--- config.mk ---
export PLATFORM = sky130hd
export DESIGN_NAME = calc_entry_ctrl
export DESIGN_NICKNAME = d
export VERILOG_FILES = /design/src/rtl/calc_pkg.sv /design/src/rtl/bcd_entry_reg.sv /design/src/rtl/calc_entry_ctrl.sv
export SDC_FILE = /design/constraint.sdc
export NUM_CORES = 1
export LEC_CHECK = 0
export ABC_AREA = 0
export CORE_MARGIN = 1.5
export CORE_UTILIZATION = 45
export CTS_CLUSTER_DIAMETER = 120
export DETAILED_ROUTE_END_ITERATION = 16
export HOLD_SLACK_MARGIN = 0.12
export PLACE_DENSITY = 0.71
export REMOVE_ABC_BUFFERS = 1
export SLEW_MARGIN = 5
export SYNTH_ARGS = -nofsm -noshare
export SYNTH_HDL_FRONTEND = slang
export SYNTH_HIERARCHICAL = 1
export SYNTH_SLANG_ARGS = --single-unit
--- constraint.sdc ---
create_clock -name iCLK_50 -period 2.3 [get_ports iCLK_50]
set_clock_uncertainty 0.05 [all_clocks]
set_input_delay 0.46 -clock iCLK_50 [delete_from_list [all_inputs] [get_ports iCLK_50]]
set_output_delay 0.46 -clock iCLK_50 [all_outputs]
set_load 0.02 [all_outputs]
--- src/rtl/calc_pkg.sv ---
// Shared definitions for the calculator keystroke sequencer: key codes,
// operator encodings, FSM states and small key-classification helpers.
package calc_pkg;

  localparam logic [3:0] KEY_PLUS  = 4'hA;
  localparam logic [3:0] KEY_MINUS = 4'hB;
  localparam logic [3:0] KEY_MUL   = 4'hC;
  localparam logic [3:0] KEY_DIV   = 4'hD;
  localparam logic [3:0] KEY_ENTER = 4'hE;
  localparam logic [3:0] KEY_BS    = 4'hF;

  localparam logic [1:0] OP_ADD = 2'd0;
  localparam logic [1:0] OP_SUB = 2'd1;
  localparam logic [1:0] OP_MUL = 2'd2;
  localparam logic [1:0] OP_DIV = 2'd3;

  typedef enum logic [2:0] {
    ENTA = 3'd0,
    ENTB = 3'd1,
    CALC = 3'd2,
    RES  = 3'd3,
    ERR  = 3'd4
  } state_t;

  function automatic logic is_digit(input logic [3:0] code);
    return code <= 4'd9;
  endfunction

  function automatic logic is_op(input logic [3:0] code);
    return (code >= KEY_PLUS) && (code <= KEY_DIV);
  endfunction

endpackage

--- src/rtl/bcd_entry_reg.sv ---
// Packed-BCD operand entry register: shifts digits in from the right,
// backspace shifts them out, with a digit count saturating at NDIG.
module bcd_entry_reg #(
  parameter int NDIG = 4
) (
  input  logic                       clk,
  input  logic                       rst_n,
  input  logic                       push,
  input  logic                       pop,
  input  logic                       clear,
  input  logic [3:0]                 digit,
  output logic [4*NDIG-1:0]          value,
  output logic [$clog2(NDIG+1)-1:0]  count
);

  localparam int W  = 4 * NDIG;
  localparam int CW = $clog2(NDIG + 1);
  localparam logic [CW-1:0] FULL = CW'(NDIG);

  logic [W-1:0]  val_q, val_d;
  logic [CW-1:0] cnt_q, cnt_d;

  // A clear may coincide with a push so a fresh entry can start in one key
  always_comb begin
    val_d = val_q;
    cnt_d = cnt_q;
    if (clear) begin
      val_d = push ? W'(digit) : '0;
      cnt_d = push ? CW'(1) : '0;
    end else if (push) begin
      if (cnt_q != FULL) begin
        val_d = {val_q[W-5:0], digit};
        cnt_d = cnt_q + CW'(1);
      end
    end else if (pop) begin
      if (cnt_q != '0) begin
        val_d = val_q >> 4;
        cnt_d = cnt_q - CW'(1);
      end
    end
  end

  always_ff @(posedge clk) begin
    if (!rst_n) begin
      val_q <= '0;
      cnt_q <= '0;
    end else begin
      val_q <= val_d;
      cnt_q <= cnt_d;
    end
  end

  assign value = val_q;
  assign count = cnt_q;

endmodule

--- src/rtl/calc_entry_ctrl.sv ---
// Calculator keystroke sequencer: assembles two BCD operands and an operator,
// launches and supervises the ALU, and selects the displayed value.
module calc_entry_ctrl
  import calc_pkg::*;
#(
  parameter int NDIG        = 4,
  parameter int ALU_TIMEOUT = 1023
) (
  input  logic                iCLK_50,
  input  logic                iRST_n,
  input  logic [3:0]          char_code,
  input  logic                char_valid,
  input  logic                alu_done,
  input  logic                alu_err,
  input  logic [4*NDIG-1:0]   alu_result,
  output logic [4*NDIG-1:0]   op_a,
  output logic [4*NDIG-1:0]   op_b,
  output logic [1:0]          op_code,
  output logic                alu_start,
  output logic                busy,
  output logic [4*NDIG-1:0]   disp_bcd,
  output logic                err
);

  localparam int W  = 4 * NDIG;
  localparam int CW = $clog2(NDIG + 1);
  localparam int TW = $clog2(ALU_TIMEOUT + 1);

  state_t         state_q, state_d;
  logic           cv_q;
  logic [1:0]     op_q, op_d;
  logic [W-1:0]   res_q, res_d;
  logic           start_q, start_d;
  logic [TW-1:0]  tmo_q, tmo_d;

  logic           push_a, pop_a, clr_a;
  logic           push_b, pop_b, clr_b;
  logic [W-1:0]   a_val, b_val;
  logic [CW-1:0]  a_cnt, b_cnt;
  logic           kev;

  // cv_q resets high so a key already held at reset release is not an event
  assign kev = char_valid & ~cv_q;

  bcd_entry_reg #(.NDIG(NDIG)) u_reg_a (
    .clk   (iCLK_50),
    .rst_n (iRST_n),
    .push  (push_a),
    .pop   (pop_a),
    .clear (clr_a),
    .digit (char_code),
    .value (a_val),
    .count (a_cnt)
  );

  bcd_entry_reg #(.NDIG(NDIG)) u_reg_b (
    .clk   (iCLK_50),
    .rst_n (iRST_n),
    .push  (push_b),
    .pop   (pop_b),
    .clear (clr_b),
    .digit (char_code),
    .value (b_val),
    .count (b_cnt)
  );

  always_comb begin
    state_d = state_q;
    op_d    = op_q;
    res_d   = res_q;
    start_d = 1'b0;
    tmo_d   = tmo_q;
    push_a  = 1'b0;
    pop_a   = 1'b0;
    clr_a   = 1'b0;
    push_b  = 1'b0;
    pop_b   = 1'b0;
    clr_b   = 1'b0;

    case (state_q)
      ENTA: begin
        if (kev) begin
          if (is_digit(char_code)) begin
            push_a = 1'b1;
          end else if (is_op(char_code)) begin
            if (a_cnt != '0) begin
              op_d    = 2'(char_code - KEY_PLUS);
              state_d = ENTB;
            end
          end else if (char_code == KEY_BS) begin
            pop_a = 1'b1;
          end
        end
      end

      ENTB: begin
        if (kev) begin
          if (is_digit(char_code)) begin
            push_b = 1'b1;
          end else if (is_op(char_code)) begin
            if (b_cnt == '0) op_d = 2'(char_code - KEY_PLUS);
          end else if (char_code == KEY_BS) begin
            if (b_cnt != '0) pop_b = 1'b1;
            else             state_d = ENTA;
          end else if (b_cnt != '0) begin
            state_d = CALC;
            start_d = 1'b1;
            tmo_d   = '0;
          end
        end
      end

      CALC: begin
        // A done coinciding with the launch strobe belongs to no request of ours
        if (alu_done && !start_q) begin
          if (alu_err) begin
            state_d = ERR;
          end else begin
            res_d   = alu_result;
            state_d = RES;
          end
        end else if (tmo_q == TW'(ALU_TIMEOUT - 1)) begin
          state_d = ERR;
        end else begin
          tmo_d = tmo_q + TW'(1);
        end
      end

      RES: begin
        if (kev) begin
          if (is_digit(char_code)) begin
            clr_a   = 1'b1;
            clr_b   = 1'b1;
            push_a  = 1'b1;
            state_d = ENTA;
          end else if (char_code == KEY_BS) begin
            clr_a   = 1'b1;
            clr_b   = 1'b1;
            res_d   = '0;
            op_d    = OP_ADD;
            state_d = ENTA;
          end
        end
      end

      ERR: begin
        if (kev && char_code == KEY_BS) begin
          clr_a   = 1'b1;
          clr_b   = 1'b1;
          res_d   = '0;
          op_d    = OP_ADD;
          state_d = ENTA;
        end
      end

      default: state_d = ENTA;
    endcase
  end

  always_ff @(posedge iCLK_50) begin
    if (!iRST_n) begin
      state_q <= ENTA;
      cv_q    <= 1'b1;
      op_q    <= OP_ADD;
      res_q   <= '0;
      start_q <= 1'b0;
      tmo_q   <= '0;
    end else begin
      state_q <= state_d;
      cv_q    <= char_valid;
      op_q    <= op_d;
      res_q   <= res_d;
      start_q <= start_d;
      tmo_q   <= tmo_d;
    end
  end

  always_comb begin
    disp_bcd = '0;
    case (state_q)
      ENTA:    disp_bcd = a_val;
      ENTB:    disp_bcd = (b_cnt != '0) ? b_val : a_val;
      CALC:    disp_bcd = b_val;
      RES:     disp_bcd = res_q;
      default: disp_bcd = '0;
    endcase
  end

  assign op_a      = a_val;
  assign op_b      = b_val;
  assign op_code   = op_q;
  assign alu_start = start_q;
  assign busy      = (state_q == CALC);
  assign err       = (state_q == ERR);

endmodule

; Word-level counts from Yosys, hierarchy flattened
; Cells that the tools add are included.
[op_classes]
n_addsub = 6
mul = 0
div_mod_pow = 0
order_cmp = 3
n_eq_ne = 33
shifts = 0
n_mux = 91
n_bitwise = 5
n_reduce_logical = 23
[op_table]
columns = operator, n
row1 = 16-bit 2-to-1 mux, 17
row2 = 3-bit 2-to-1 mux, 27
row3 = 10-bit 2-to-1 mux, 7
row4 = 16-bit case mux with 4 select lines, 1
row5 = 16-bit case mux with 3 select lines, 1
row6 = "2-bit inequality test, second input constant", 17
row7 = 13-bit AND reduction, 2
row8 = 2-bit 2-to-1 mux, 12
row9 = "3-bit inequality test, second input constant", 7
row10 = 3-bit nonzero test, 7
row11 = 1-bit 2-to-1 mux, 20
row12 = 10-bit case mux with 2 select lines, 1
row13 = 3-bit case mux with 5 select lines, 1
row14 = "10-bit by 1-bit adder with 10-bit output, second input constant", 1
row15 = "10-bit equality test, second input constant", 1
row16 = "4-bit <= comparator, second input constant", 2
row17 = 4-bit 2-to-1 mux, 2
row18 = 2-bit case mux with 4 select lines, 1
row19 = 8-bit AND reduction, 1
row20 = 7-bit AND reduction, 1
row21 = "3-bit by 1-bit adder with 3-bit output, second input constant", 2
row22 = "3-bit by 2-bit equality test with 1-bit output, second input constant", 2
row23 = 3-bit zero test, 2
row24 = 3-bit AND reduction, 2
row25 = other kinds (17), 24
[word_totals]
register_bits = 71
latchBits = 0
ramBits = 0
romBits = 0
elab_cells = 171
memories = 0

; Depth between registers and ports, before layout
[logic_depth]
ltp_word = 10
depth_mapped = 10
depth_no_buf = 8

; Cells and area by module
; Netlist, hierarchy kept.
[by_module_without_submodules]
columns = mod, instances, cells_per_inst, area_each_um2, seq_area_each_um2
row1 = calc_entry_ctrl, 1, 251, 2023.2, 660.6
row2 = bcd_entry_reg, 2, 105, 958.4, 380.4

; Worst setup path before layout
; OpenSTA, ideal clock, no wires.
[synth_path]
path_type = register to register
start = register state_q[2]
end = register u_reg_a.cnt_q[2], in the netlist u_reg_a/count[2]
arrival_time_ns = 2.309
path_slack_ns = -0.189
path_stages_with_launch = 10
period_less_slack_ns = 2.489
path_cell_list = dfxtp_1 > buf_6 > clkinv_4 > nor3_1 > a22oi_1 > nor2_1 > inv_1 > nand2_1 > buf_1 > nor2_1
[synth_between]
word_cells_on_any_way = 13
cone_classes = eq/ne (3) / mux (5) / reduce/logical (5)
[synth_lines]
columns = element, line
row1 = start: declaration, calc_entry_ctrl.sv:29  ; state_t state_q, state_d;
row2 = start signal: assignment, calc_entry_ctrl.sv:169  ; state_q <= state_d;
row3 = 3-bit equality test *, -
row4 = named net err, calc_entry_ctrl.sv:22  ; output logic err
row5 = 1-bit case mux with 2 select lines *, calc_entry_ctrl.sv:80  ; case (state_q)
row6 = named net clr_a, calc_entry_ctrl.sv:36  ; logic push_a, pop_a, clr_a;
row7 = 3-bit inequality test (no line) / 3-bit nonzero test (equally long branches), -
row8 = 3-bit AND reduction (no line), -
row9 = end signal: assignment, bcd_entry_reg.sv:49  ; cnt_q <= cnt_d;
row10 = end: declaration, bcd_entry_reg.sv:21  ; logic [CW-1:0] cnt_q, cnt_d;
; Mark *: on every way through the listed nets, which the timed path passes. The rest lies on a longest branch.
; A chain may end at the register's enable or synchronous reset.

; Worst setup path after layout
[layout_path]
start = register u_reg_b.cnt_q[0], in the netlist u_reg_b/count[0]
end = output disp_bcd[12]
[layout_between]
elab_chain_len = 3
[layout_rtl]
columns = element, line
row1 = start: declaration, bcd_entry_reg.sv:21
row2 = start signal: assignment, bcd_entry_reg.sv:49
row3 = 3-bit nonzero test, calc_entry_ctrl.sv:182  ; ENTB: disp_bcd = (b_cnt != '0) ? b_val : a_val;
row4 = 16-bit 2-to-1 mux, calc_entry_ctrl.sv:182
row5 = 16-bit case mux with 4 select lines, calc_entry_ctrl.sv:180  ; case (state_q)
row6 = end: declaration, calc_entry_ctrl.sv:21  ; output logic [4*NDIG-1:0] disp_bcd,
; Every way passes these cells.

==> metrics.cfg <==
[clock_network]
postCtsHoldBufs = 0
clkTransAtPathRegs_ns = 0.08
cts_buffers = 9
cts_tree = done
root_buffer = clkbuf_8
clkLatencyLatePin_ns = 0.36
cts_buffer_depth = 2
h-tree-depth = 3
clock-sinks = 71

[route]
via_count = 4101
drtIter0Drc = 388
drtPass1Iterations = 8
post-route-drc-count = 0
postRouteAntennaNets = 0
drt-total-wl_mm = 12.1
viasPerCell = 5.72
post_drt_wl_per_cell_um = 16.9

[setup_path]
rr_worst_depth = 9
path_class = reg -> out
cp_max_fo = 13
r2r_start = state_q[0]
ff2ff_setup_slack_ns = 0.09
start_kind = register
cp.required_ns = 1.79
worstPathArrival_ns = 1.97
end_kind = output pin
reg2reg_to = u_reg_b/value[3]

[hold_path]
hp-start = res_q[12]
holdPathEnd = res_q[12]
hold_class = reg -> reg
min_path_cells = 2

[grt]
grt_pass1_vias = 3879
grt_overflow = 0
grt_pass1_wl_mm = 19.6
antenna_found_initial = 0
grt_max_degree = 20
track_usage_pct = 27.6

[sta]
fin_ws_ns = -0.181
fin_crit_sh_pct = 108
finalSetupViolCount = 16
worst_slew_pin_slew_ns = 0.547
fin_crit_ns = 2.48
grt_setup_unrepaired = true
final-hold-violation-count = 0
maxSlewHeadroom_pct = 63.4
finalMaxSlewViolations = 0
fmax_ghz = 0.403
hold_ws_ns = 0.417

[synthesis]
synth_commonest_cells = dfxtp_1 (71), nand2_1 (54), nor2_1 (49), inv_1 (27), nand3_1 (21)
avgSynthCellArea_um2 = 8.55
synth_seq_cells = 71
yosys-top-cells-area = dfxtp_1 (36%), nand2_1 (5.1%), nor2_1 (4.7%), mux2i_1 (4.6%), a222oi_1 (4.1%)
syn_inst = 461
synth_flop_cell = dfxtp_1
synthDistinctLibCells = 61
synth-edff-count = 0
ys.warnings.count = 6
syn-cell-area_um2 = 3940
yosys.area.top_type = dfxtp_1
synth_most_common_cell = dfxtp_1
synth_top_area_share_pct = 36.1
ys_seq_area_share_pct = 36.1
async_flop_share_pct = 0

[cells_and_area]
fin_nets = 636
n_antenna_cell = 0
area_growth_syn_to_layout_pct = 44.2
final_cells = 717
layout-drive-gt1-share_pct = 25.3
post-route-util_pct = 68.1

[floorplan]
ios = 78
die_area_um2 = 9330
core_area_um2 = 8340
rows = 33
start_util_pct = 47.2
die_x_um = 96.6
die_h_um = 96.6

[power]
powerDensity_nw_per_um2 = 438
p_total_mw = 2.49
p_leak_nw = 2.25
irDropWorstVdd_v = 0.000347

[status]
status = finished with violations
violations = negative setup slack

[placed_design]
portBuffers = 77
hpwl_mm = 9.10
place_ws_ns = -0.316
routabilityCongestion = 0.907
place_inst = 696

[job]
maxCapViolCount = 0

==> per-stage QoR <==
stage	TNS, ns	instance area (µm²)
after floorplan	-52.62	3790
after global placement	-14.09	5380
after detailed placement	-18.09	5380
after CTS	-1.95	5600
after global routing	-3.67	5680
final	-1.98	5680
==> metal layers <==
layer / vias to the layer above / global-route usage (%) / part of all wire [%]
li1: 1960 / - / -
met1: 1975 / 37.7 / 44
met2: 153 / 44.8 / 48
met3: 13 / 4.15 / 6.2
met4: 0 / 8.45 / 1.1
met5: - / 0 / 0
==> worst max-delay path, cell delays in order, from the launching register on <==
cell and delay [ns]:
dfxtp_1 0.32, or3_4 0.41, nand2_4 0.08, nand2_4 0.07, buf_12 0.15, a222oi_1 0.32, inv_1 0.11, buf_6 0.15
==> area by class of cell <==
class,count,area [µm²]
clock buffers,10,128
clock inverters,6,71.3
fillers,664,2660
inverters,28,110
multi-input cells,338,2330
flip-flops and latches,71,1420
well taps,105,131
repair buffers,159,1490
==> what timing repair did <==
action	in CTS	in global routing
endpoints found under the hold margin	0	0
pin swaps	9	8
resized for setup	90	22
gates cloned	1	0
endpoints found under the setup margin	18	48
buffers inserted	3	1
==> power by group <==
part           internal, mW  switching, mW  leakage (nW)  total [mW]
registers              1.23        0.00829         0.573        1.24
clock network         0.507          0.517        0.0927        1.02
logic                 0.120          0.105          1.59       0.225
==> cell families after synthesis <==
logic type,after synthesis,share of synthesized area [%]
AOI/OAI and AO/OA,128,26.0
xor gates and xnor gates,15,3.72
adders and majority gates,4,1.65
buffers and inverters,52,6.54
DFF,71,36.1
muxes,19,4.86
and+or+nand+nor,172,21.2
==> worst max-delay path by stage <==
stage | from | slack (ns) | cells past startpoint | endpoint
after floorplan | char_code[1] | -2.04 | 7 | u_reg_a/count[2]
after global placement | char_code[1] | -0.28 | 10 | u_reg_a/value[1]
after detailed placement | char_code[3] | -0.32 | 9 | u_reg_a/count[2]
after CTS | u_reg_b/count[0] | -0.17 | 7 | disp_bcd[5]
after global routing | u_reg_b/count[0] | -0.28 | 7 | disp_bcd[5]
final | u_reg_b/count[0] | -0.18 | 7 | disp_bcd[12]
==> state kept, by name, summed over array words and instances (netlist names) <==
name           cells
res_q             16
u_reg_b/value     16
u_reg_a/value     16
state_q            3
cv_q               1
alu_start          1
u_reg_a/count      3
op_code            2
u_reg_b/count      3
tmo_q             10
==> cell usage in the layout (no fill, tap or decap), types with 3 or more instances in the layout <==
cell and instances:
clkbuf_8 9, nor2_1 45, nand2_1 51, a211oi_2 7, xnor2_1 10, o211a_1 3
a22oi_1 9, inv_1 27, a21oi_1 11, a21boi_0 20, nor2_2 6, buf_4 73
xor2_1 3, nor3_1 6, nand4_1 5, nand3_1 21, a211oi_1 13, or2_2 3
buf_6 14, nor4_1 3, clkdlybuf4s50_1 58, dfxtp_1 69, mux2i_1 18, a22o_1 9
buf_12 8, o21a_1 3, a222oi_1 16, nand2b_1 10, o211ai_1 8, buf_2 3
o21ai_0 13, clkinv_4 4
Power figures use the tool's default switching activity.
